**config.mk**
```make
export PLATFORM = sky130hd
export DESIGN_NAME = rvfi_check_sequencer_flat
export DESIGN_NICKNAME = d
export VERILOG_FILES = /design/src/rtl/rvfi_seq_pkg.sv /design/src/rtl/rvfi_check_sequencer_if.sv /design/src/rtl/rvfi_sat_counter.sv /design/src/rtl/rvfi_check_sequencer.sv /design/src/flat_wrapper.sv
export SDC_FILE = /design/constraint.sdc
export NUM_CORES = 1
export LEC_CHECK = 0
export CORE_MARGIN = 5
export CORE_UTILIZATION = 43
export DETAILED_ROUTE_END_ITERATION = 8
export GPL_ROUTABILITY_DRIVEN = 0
export PLACE_DENSITY = 0.83
export SKIP_LAST_GASP = 1
export SYNTH_ARGS = -nofsm -noshare
export SYNTH_HDL_FRONTEND = slang
export SYNTH_SLANG_ARGS = --single-unit
```
**constraint.sdc**
```tcl
create_clock -name clock -period 1.9 [get_ports clock]
set_input_delay 0.38 -clock clock [delete_from_list [all_inputs] [get_ports clock]]
set_output_delay 0.38 -clock clock [all_outputs]
set_load 0.01 [all_outputs]
```
**src/rtl/rvfi_seq_pkg.sv**
```systemverilog
// Shared types and helpers for the RVFI check sequencer: FSM state encoding,
// retire popcount and the cycle-parameter legality rule.
package rvfi_seq_pkg;

  typedef enum logic [2:0] {
    S_RESET = 3'd0,
    S_RUN   = 3'd1,
    S_ARMED = 3'd2,
    S_WAIT  = 3'd3,
    S_DONE  = 3'd4
  } state_t;

  // Widest retire vector the popcount helper accepts.
  localparam int unsigned POP_MAX_W = 32;

  function automatic int unsigned popcount(input logic [POP_MAX_W-1:0] v);
    int unsigned n;
    n = 0;
    for (int i = 0; i < POP_MAX_W; i++) begin
      n = n + {31'd0, v[i]};
    end
    return n;
  endfunction

  // Reset window must close before arming, trig before check, and check
  // must land strictly below the saturated cycle value.
  function automatic bit params_legal(input int rst_c, input int trig_c,
                                      input int chk_c, input int cnt_w);
    if (cnt_w < 1 || cnt_w > 30) return 1'b0;
    return (rst_c >= 1) && (rst_c < trig_c) && (trig_c < chk_c) &&
           (chk_c < ((1 << cnt_w) - 1));
  endfunction

endpackage

```
**src/rtl/rvfi_check_sequencer_if.sv**
```systemverilog
// Bundle between the RVFI wrapper / harness and the check sequencer.
// master drives the retire/halt strobes, slave is the sequencer.
interface rvfi_check_sequencer_if #(
  parameter int NRET  = 1,
  parameter int CNT_W = 8
);
  import rvfi_seq_pkg::*;

  logic [NRET-1:0]  rvfi_valid;
  logic [NRET-1:0]  rvfi_halt;
  logic             chk_reset;
  logic             chk_trig;
  logic             chk_check;
  logic [CNT_W-1:0] cycle;
  logic [CNT_W-1:0] retire_cnt;
  state_t           state;
  logic             done;
  logic             timeout;

  modport master (
    output rvfi_valid, rvfi_halt,
    input  chk_reset, chk_trig, chk_check, cycle, retire_cnt, state, done, timeout
  );

  modport slave (
    input  rvfi_valid, rvfi_halt,
    output chk_reset, chk_trig, chk_check, cycle, retire_cnt, state, done, timeout
  );

endinterface

```
**src/rtl/rvfi_sat_counter.sv**
```systemverilog
// Saturating up-counter: adds an arbitrary increment each cycle, clamps at
// all-ones instead of wrapping. Synchronous active-low reset and clear.
module rvfi_sat_counter #(
  parameter int WIDTH = 8
) (
  input  logic             clock,
  input  logic             resetn,
  input  logic             clr,
  input  logic [WIDTH-1:0] inc,
  output logic [WIDTH-1:0] count,
  output logic             sat
);

  // Sum one bit wider than the counter so a carry out means "clamp".
  function automatic logic [WIDTH-1:0] sat_add(input logic [WIDTH-1:0] a,
                                               input logic [WIDTH-1:0] b);
    logic [WIDTH:0] s;
    s = {1'b0, a} + {1'b0, b};
    return s[WIDTH] ? {WIDTH{1'b1}} : s[WIDTH-1:0];
  endfunction

  // Count register: reset and clear both return to zero.
  always_ff @(posedge clock) begin
    if (!resetn || clr) begin
      count <= '0;
    end else begin
      count <= sat_add(count, inc);
    end
  end

  assign sat = &count;

endmodule

```
**src/rtl/rvfi_check_sequencer.sv**
```systemverilog
// Drives a riscv-formal checker's reset/trig/check from one saturating cycle
// counter. Mode 0 fires trig/check at fixed cycles; mode 1 arms at
// TRIG_CYCLE and anchors trig on the first retire, with check a fixed
// distance later, or gives up (timeout) on halt or cycle saturation.
module rvfi_check_sequencer
  import rvfi_seq_pkg::*;
#(
  parameter int RESET_CYCLES   = 1,
  parameter int TRIG_CYCLE     = 10,
  parameter int CHECK_CYCLE    = 15,
  parameter int TRIG_ON_RETIRE = 0,
  parameter int NRET           = 1,
  parameter int CNT_W          = 8
) (
  input  logic                   clock,
  input  logic                   resetn,
  rvfi_check_sequencer_if.slave  bus
);

  if (!params_legal(RESET_CYCLES, TRIG_CYCLE, CHECK_CYCLE, CNT_W)) begin : g_param_err
    $error("rvfi_check_sequencer: need 1 <= RESET_CYCLES < TRIG_CYCLE < CHECK_CYCLE < 2^CNT_W-1");
  end
  if (NRET < 1 || NRET > POP_MAX_W) begin : g_nret_err
    $error("rvfi_check_sequencer: NRET out of range");
  end

  localparam bit               MODE_RET = (TRIG_ON_RETIRE != 0);
  localparam logic [CNT_W-1:0] RST_C    = CNT_W'(RESET_CYCLES);
  localparam logic [CNT_W-1:0] RST_LAST = CNT_W'(RESET_CYCLES - 1);
  localparam logic [CNT_W-1:0] TRIG_C   = CNT_W'(TRIG_CYCLE);
  localparam logic [CNT_W-1:0] ARM_C    = CNT_W'(TRIG_CYCLE - 1);
  localparam logic [CNT_W-1:0] CHK_C    = CNT_W'(CHECK_CYCLE);
  localparam logic [CNT_W-1:0] DLT_LAST = CNT_W'(CHECK_CYCLE - TRIG_CYCLE - 1);

  state_t           state, state_nx;
  logic [CNT_W-1:0] cycle, delta, retire_cnt;
  logic [CNT_W-1:0] retire_inc;
  logic             cycle_sat, delta_sat, retire_sat;
  logic             unused_sat;
  logic             chk_reset, chk_trig, chk_check;
  logic             timeout, set_timeout;
  logic             any_valid, any_halt;

  assign any_valid = |bus.rvfi_valid;
  assign any_halt  = |bus.rvfi_halt;
  assign chk_reset = (cycle < RST_C);

  // Retires inside the checker reset window are not counted.
  assign retire_inc = chk_reset ? '0 : CNT_W'(popcount(POP_MAX_W'(bus.rvfi_valid)));

  rvfi_sat_counter #(.WIDTH(CNT_W)) u_cycle (
    .clock (clock),
    .resetn(resetn),
    .clr   (1'b0),
    .inc   (CNT_W'(1)),
    .count (cycle),
    .sat   (cycle_sat)
  );

  // Distance from trig; held at zero outside S_WAIT so it starts fresh.
  rvfi_sat_counter #(.WIDTH(CNT_W)) u_delta (
    .clock (clock),
    .resetn(resetn),
    .clr   (state != S_WAIT),
    .inc   (CNT_W'(1)),
    .count (delta),
    .sat   (delta_sat)
  );

  rvfi_sat_counter #(.WIDTH(CNT_W)) u_retire (
    .clock (clock),
    .resetn(resetn),
    .clr   (1'b0),
    .inc   (retire_inc),
    .count (retire_cnt),
    .sat   (retire_sat)
  );

  assign unused_sat = delta_sat ^ retire_sat;

  // State register.
  always_ff @(posedge clock) begin
    if (!resetn) begin
      state <= S_RESET;
    end else begin
      state <= state_nx;
    end
  end

  // Sticky timeout flag, raised on the give-up transition out of S_ARMED.
  always_ff @(posedge clock) begin
    if (!resetn) begin
      timeout <= 1'b0;
    end else if (set_timeout) begin
      timeout <= 1'b1;
    end
  end

  // Next-state logic; in S_ARMED a retire beats a simultaneous halt.
  always_comb begin
    state_nx    = state;
    set_timeout = 1'b0;
    case (state)
      S_RESET: if (cycle == RST_LAST) state_nx = S_RUN;
      S_RUN:   if (cycle == ARM_C) state_nx = MODE_RET ? S_ARMED : S_WAIT;
      S_ARMED: begin
        if (any_valid) begin
          state_nx = S_WAIT;
        end else if (any_halt || cycle_sat) begin
          state_nx    = S_DONE;
          set_timeout = 1'b1;
        end
      end
      S_WAIT: begin
        if (MODE_RET ? (delta == DLT_LAST) : (cycle == CHK_C)) state_nx = S_DONE;
      end
      S_DONE:  state_nx = S_DONE;
      default: state_nx = S_RESET;
    endcase
  end

  // Output decode: trig/check pulses only from ARMED/WAIT, so never in reset.
  always_comb begin
    chk_trig  = 1'b0;
    chk_check = 1'b0;
    case (state)
      S_ARMED: chk_trig = any_valid;
      S_WAIT: begin
        if (MODE_RET) begin
          chk_check = (delta == DLT_LAST);
        end else begin
          chk_trig  = (cycle == TRIG_C);
          chk_check = (cycle == CHK_C);
        end
      end
      default: begin
        chk_trig  = 1'b0;
        chk_check = 1'b0;
      end
    endcase
  end

  assign bus.chk_reset  = chk_reset;
  assign bus.chk_trig   = chk_trig;
  assign bus.chk_check  = chk_check;
  assign bus.cycle      = cycle;
  assign bus.retire_cnt = retire_cnt;
  assign bus.state      = state;
  assign bus.done       = (state == S_DONE);
  assign bus.timeout    = timeout;

endmodule

```
**src/flat_wrapper.sv**
```systemverilog
// flat-port wrapper written by rule: the top's interface ports become plain ports
module rvfi_check_sequencer_flat import rvfi_seq_pkg::*;
#(
  parameter int RESET_CYCLES   = 1,
  parameter int TRIG_CYCLE     = 10,
  parameter int CHECK_CYCLE    = 15,
  parameter int TRIG_ON_RETIRE = 0,
  parameter int NRET           = 1,
  parameter int CNT_W          = 8
)
  (clock, resetn, bus_rvfi_valid, bus_rvfi_halt, bus_chk_reset, bus_chk_trig, bus_chk_check, bus_cycle, bus_retire_cnt, bus_state, bus_done, bus_timeout);
  rvfi_check_sequencer_if #(.NRET(NRET), .CNT_W(CNT_W)) bus_i ();
  input  logic clock;
  input  logic resetn;
  input wire logic [$bits(bus_i.rvfi_valid)-1:0] bus_rvfi_valid;
  input wire logic [$bits(bus_i.rvfi_halt)-1:0] bus_rvfi_halt;
  output wire logic [$bits(bus_i.chk_reset)-1:0] bus_chk_reset;
  output wire logic [$bits(bus_i.chk_trig)-1:0] bus_chk_trig;
  output wire logic [$bits(bus_i.chk_check)-1:0] bus_chk_check;
  output wire logic [$bits(bus_i.cycle)-1:0] bus_cycle;
  output wire logic [$bits(bus_i.retire_cnt)-1:0] bus_retire_cnt;
  output wire logic [$bits(bus_i.state)-1:0] bus_state;
  output wire logic [$bits(bus_i.done)-1:0] bus_done;
  output wire logic [$bits(bus_i.timeout)-1:0] bus_timeout;
  assign bus_i.rvfi_valid = bus_rvfi_valid;
  assign bus_i.rvfi_halt = bus_rvfi_halt;
  assign bus_chk_reset = bus_i.chk_reset;
  assign bus_chk_trig = bus_i.chk_trig;
  assign bus_chk_check = bus_i.chk_check;
  assign bus_cycle = bus_i.cycle;
  assign bus_retire_cnt = bus_i.retire_cnt;
  assign bus_state = bus_i.state;
  assign bus_done = bus_i.done;
  assign bus_timeout = bus_i.timeout;
  rvfi_check_sequencer #(.RESET_CYCLES(RESET_CYCLES), .TRIG_CYCLE(TRIG_CYCLE), .CHECK_CYCLE(CHECK_CYCLE), .TRIG_ON_RETIRE(TRIG_ON_RETIRE), .NRET(NRET), .CNT_W(CNT_W)) u_core (.clock(clock), .resetn(resetn), .bus(bus_i));
endmodule
```
==> results.py <==
metrics = {
    "sta": {
        "finalWorstSetupSlack_ns": -0.3047,
        "hold_violations": 0,
        "worst-slew-pin-transition_ns": 0.2829,
        "fmax_ghz": 0.4536,
        "drv_slew": 0,
        "finClkSkew_ns": 0.005230,
        "fin_crit_ns": 2.205,
        "holdWs_ns": 0.4829,
        "setup_viol": 11,
        "rsz0062_at_grt": "true",
        "finalCritPeriodShare_pct": 116.0,
        "slew-limit-headroom_pct": 80.99,
    },
    "worst_setup_path": {
        "rrSetupSlack_ns": -0.29,
        "critPathMaxFanout": 3,
        "required_ns": 1.52,
        "critPathKind": "flop to output port",
        "start_kind": "flop",
        "cp.arrival_ns": 1.82,
        "end_kind": "output port",
    },
    "clocking": {
        "clockBufferDepth": 2,
        "clock_sinks": 20,
        "insertion_delay_ns": 0.30,
        "cts_buffers": 3,
        "clkTransAtPathRegs_ns": 0.12,
        "cts_root_buffer": "clkbuf_4",
        "cts_tree": "built",
        "htreeDepth": 1,
    },
    "global_route": {
        "grtUsageTotal_pct": 18.19,
        "overflow": 0,
        "first_global_vias": 1142,
        "antenna_found_initial": 0,
        "grt_max_degree": 13,
        "grt_pass1_wl_um": 4968,
    },
    "power": {
        "p_int_mw": 0.8131,
        "p_switching_mw": 0.3919,
        "sw_frac_of_total_pct": 32.53,
        "leakagePower_nw": 0.6866,
        "combPwrFrac_pct": 36.0,
        "p_total_mw": 1.205,
        "powerDensity_mw_per_mm2": 742.6,
        "sequentialPowerShare_pct": 43.3,
        "peakVddDrop_uv": 525.6,
        "clockPowerShare_pct": 20.7,
    },
    "detailed_routing": {
        "drt-initial-drc-count": 40,
        "vias": 1099,
        "drc": 0,
        "wl_per_cell_um": 14.52,
        "routed_via_density": 5.258,
        "final_antenna_net_count": 0,
        "drtPass1Iterations": 4,
        "routed_wl_um": 3034,
    },
    "die": {
        "start_util_pct": 44.24,
        "die_area_mm2": 0.003603,
        "io_pins": 28,
        "core-area_mm2": 0.002432,
        "row_count": 18,
        "die_y_um": 60.03,
        "dieWidth_um": 60.03,
    },
    "min_path": {
        "hp-class": "flop to flop",
    },
    "logic_synthesis": {
        "netlist_area_mm2": 0.001076,
        "synthCells": 127,
        "synthArstFlopShare_pct": 0,
        "synth_edf_count": 0,
        "yosysMostFrequentCell": "dfxtp_1",
        "ys.flop_type": "dfxtp_1",
        "avgSynthCellArea_um2": 8.473,
        "ys_types": 38,
        "yosysWarnings": 0,
        "synth_area_leaders": "dfxtp_1 (37%), ha_1 (7.0%), nor2_1 (6.6%)",
        "yosys.area.top_type": "dfxtp_1",
        "synth_common_cells": "dfxtp_1 (20), nor2_1 (19), a21oi_1 (10)",
        "synthesis.nets": 137,
        "synth-seq-cells": 20,
        "synth_seq_area_share_pct": 37.21,
        "synth_top_area_share_pct": 37.21,
    },
    "final_layout": {
        "final_cells": 209,
        "drive_gt1_share_pct": 29.05,
        "fin_util_pct": 66.72,
        "antenna_cells": 0,
        "final_nets": 190,
        "fillers": 208,
        "area_delta_synth_final_pct": 50.81,
    },
    "flow_run": {
        "drv_cap": 0,
    },
    "placement": {
        "port_buffers": 27,
        "post-dp-hpwl_um": 2284,
        "place_inst": 200,
    },
    "outcome": {
        "outcome": "complete, but fails checks",
        "violations": "negative setup slack",
    },
}
## cells by family after synthesis
| kind of cell | synth area share, % |
|---|---|
| buffers and inverters | 3.953 |
| muxes | 2.907 |
| and+or+nand+nor | 29.77 |
| adders and majority gates | 6.977 |
| xor gates and xnor gates | 4.071 |
| AOI/OAI and AO/OA | 15.12 |
| DFF | 37.21 |
## worst max-delay path, stage by stage, from the launching register on
cell and delay (ns):
dfxtp_2 0.34, or4_4 0.55, buf_4 0.17, nor2_2 0.08, nand4_1 0.11, a21oi_2 0.14, buf_2 0.15
## per-layer routing
| metal | track usage [%] | wire (um) |
|---|---|---|
| met1 | 19.77 | 1311 |
| met2 | 34.41 | 1554 |
| met3 | 3.240 | 127 |
| met4 | 6.646 | 40 |
| met5 | 0 | 0 |
## flip-flops by register name (all words and copies together), names as in the netlist
signal	count
u_core.bus.timeout	1
u_core.bus.state	3
u_core.u_retire.count	8
u_core.u_cycle.count	8
## final cells by class
cell class,count,area [um2],share of cell area [%]
Multi-Input combinational cell,98,670.6,41.33
Timing Repair Buffer,52,451.7,27.83
Sequential cell,20,407.9,25.13
Tap cell,30,37.54,2.313
Clock buffer,4,36.28,2.236
Inverter,5,18.77,1.157
## stage by stage
step,worst slack [ns],cell area [um2],TNS (ns)
floorplan,-0.2667,1102,-1.866
global placement,-0.2586,1536,-2.508
detailed placement,-0.3745,1536,-3.267
CTS,-0.2616,1600,-2.446
global route,-0.4094,1623,-3.676
finish,-0.3047,1623,-2.554
## path summary, 6_finish.rpt
check | startpoint | to | cells past startpoint
min | u_core.bus.timeout | u_core.bus.timeout | 1
min reg2reg | u_core.bus.timeout | u_core.bus.timeout | 1
max reg2reg | u_core.u_cycle.count[6] | u_core.u_retire.count[1] | 9
max | u_core.u_cycle.count[6] | bus_chk_trig | 6
## what timing repair did
action / in CTS / in global routing
buffers inserted: 3 / 3
endpoints found under the setup margin: 12 / 12
resized for setup: 16 / 7
hold buffers: 0 / 0
pin swaps: 0 / 4
## power groups by stage
stage / clock network [mW] / registers, mW / logic, mW
2_1_floorplan: 0 / 0.517 / 0.252
3_3_place_gp: 0 / 0.524 / 0.399
3_5_place_dp: 0 / 0.523 / 0.414
4_1_cts: 0.257 / 0.519 / 0.427
5_1_grt: 0.279 / 0.531 / 0.469
6_report: 0.250 / 0.522 / 0.434
## cells in the final DEF (no fill, tap or decap), drive strengths merged, types with 2 or more instances in the layout
cell and n:
a21oi 10, a31o 2, a31oi 3, and3 2, buf 28, clkbuf 4
clkdlybuf4s50 23, dfxtp 20, ha 6, inv 5, mux2i 2, nand2 9
nand2b 3, nand3 6, nand4 4, nor2 19, nor3 4, nor3b 2
o211a 2, o21a 4, o21ai 3, or3 2, xnor2 3, xor2 2
No activity file was read; power rests on OpenSTA's default activity.
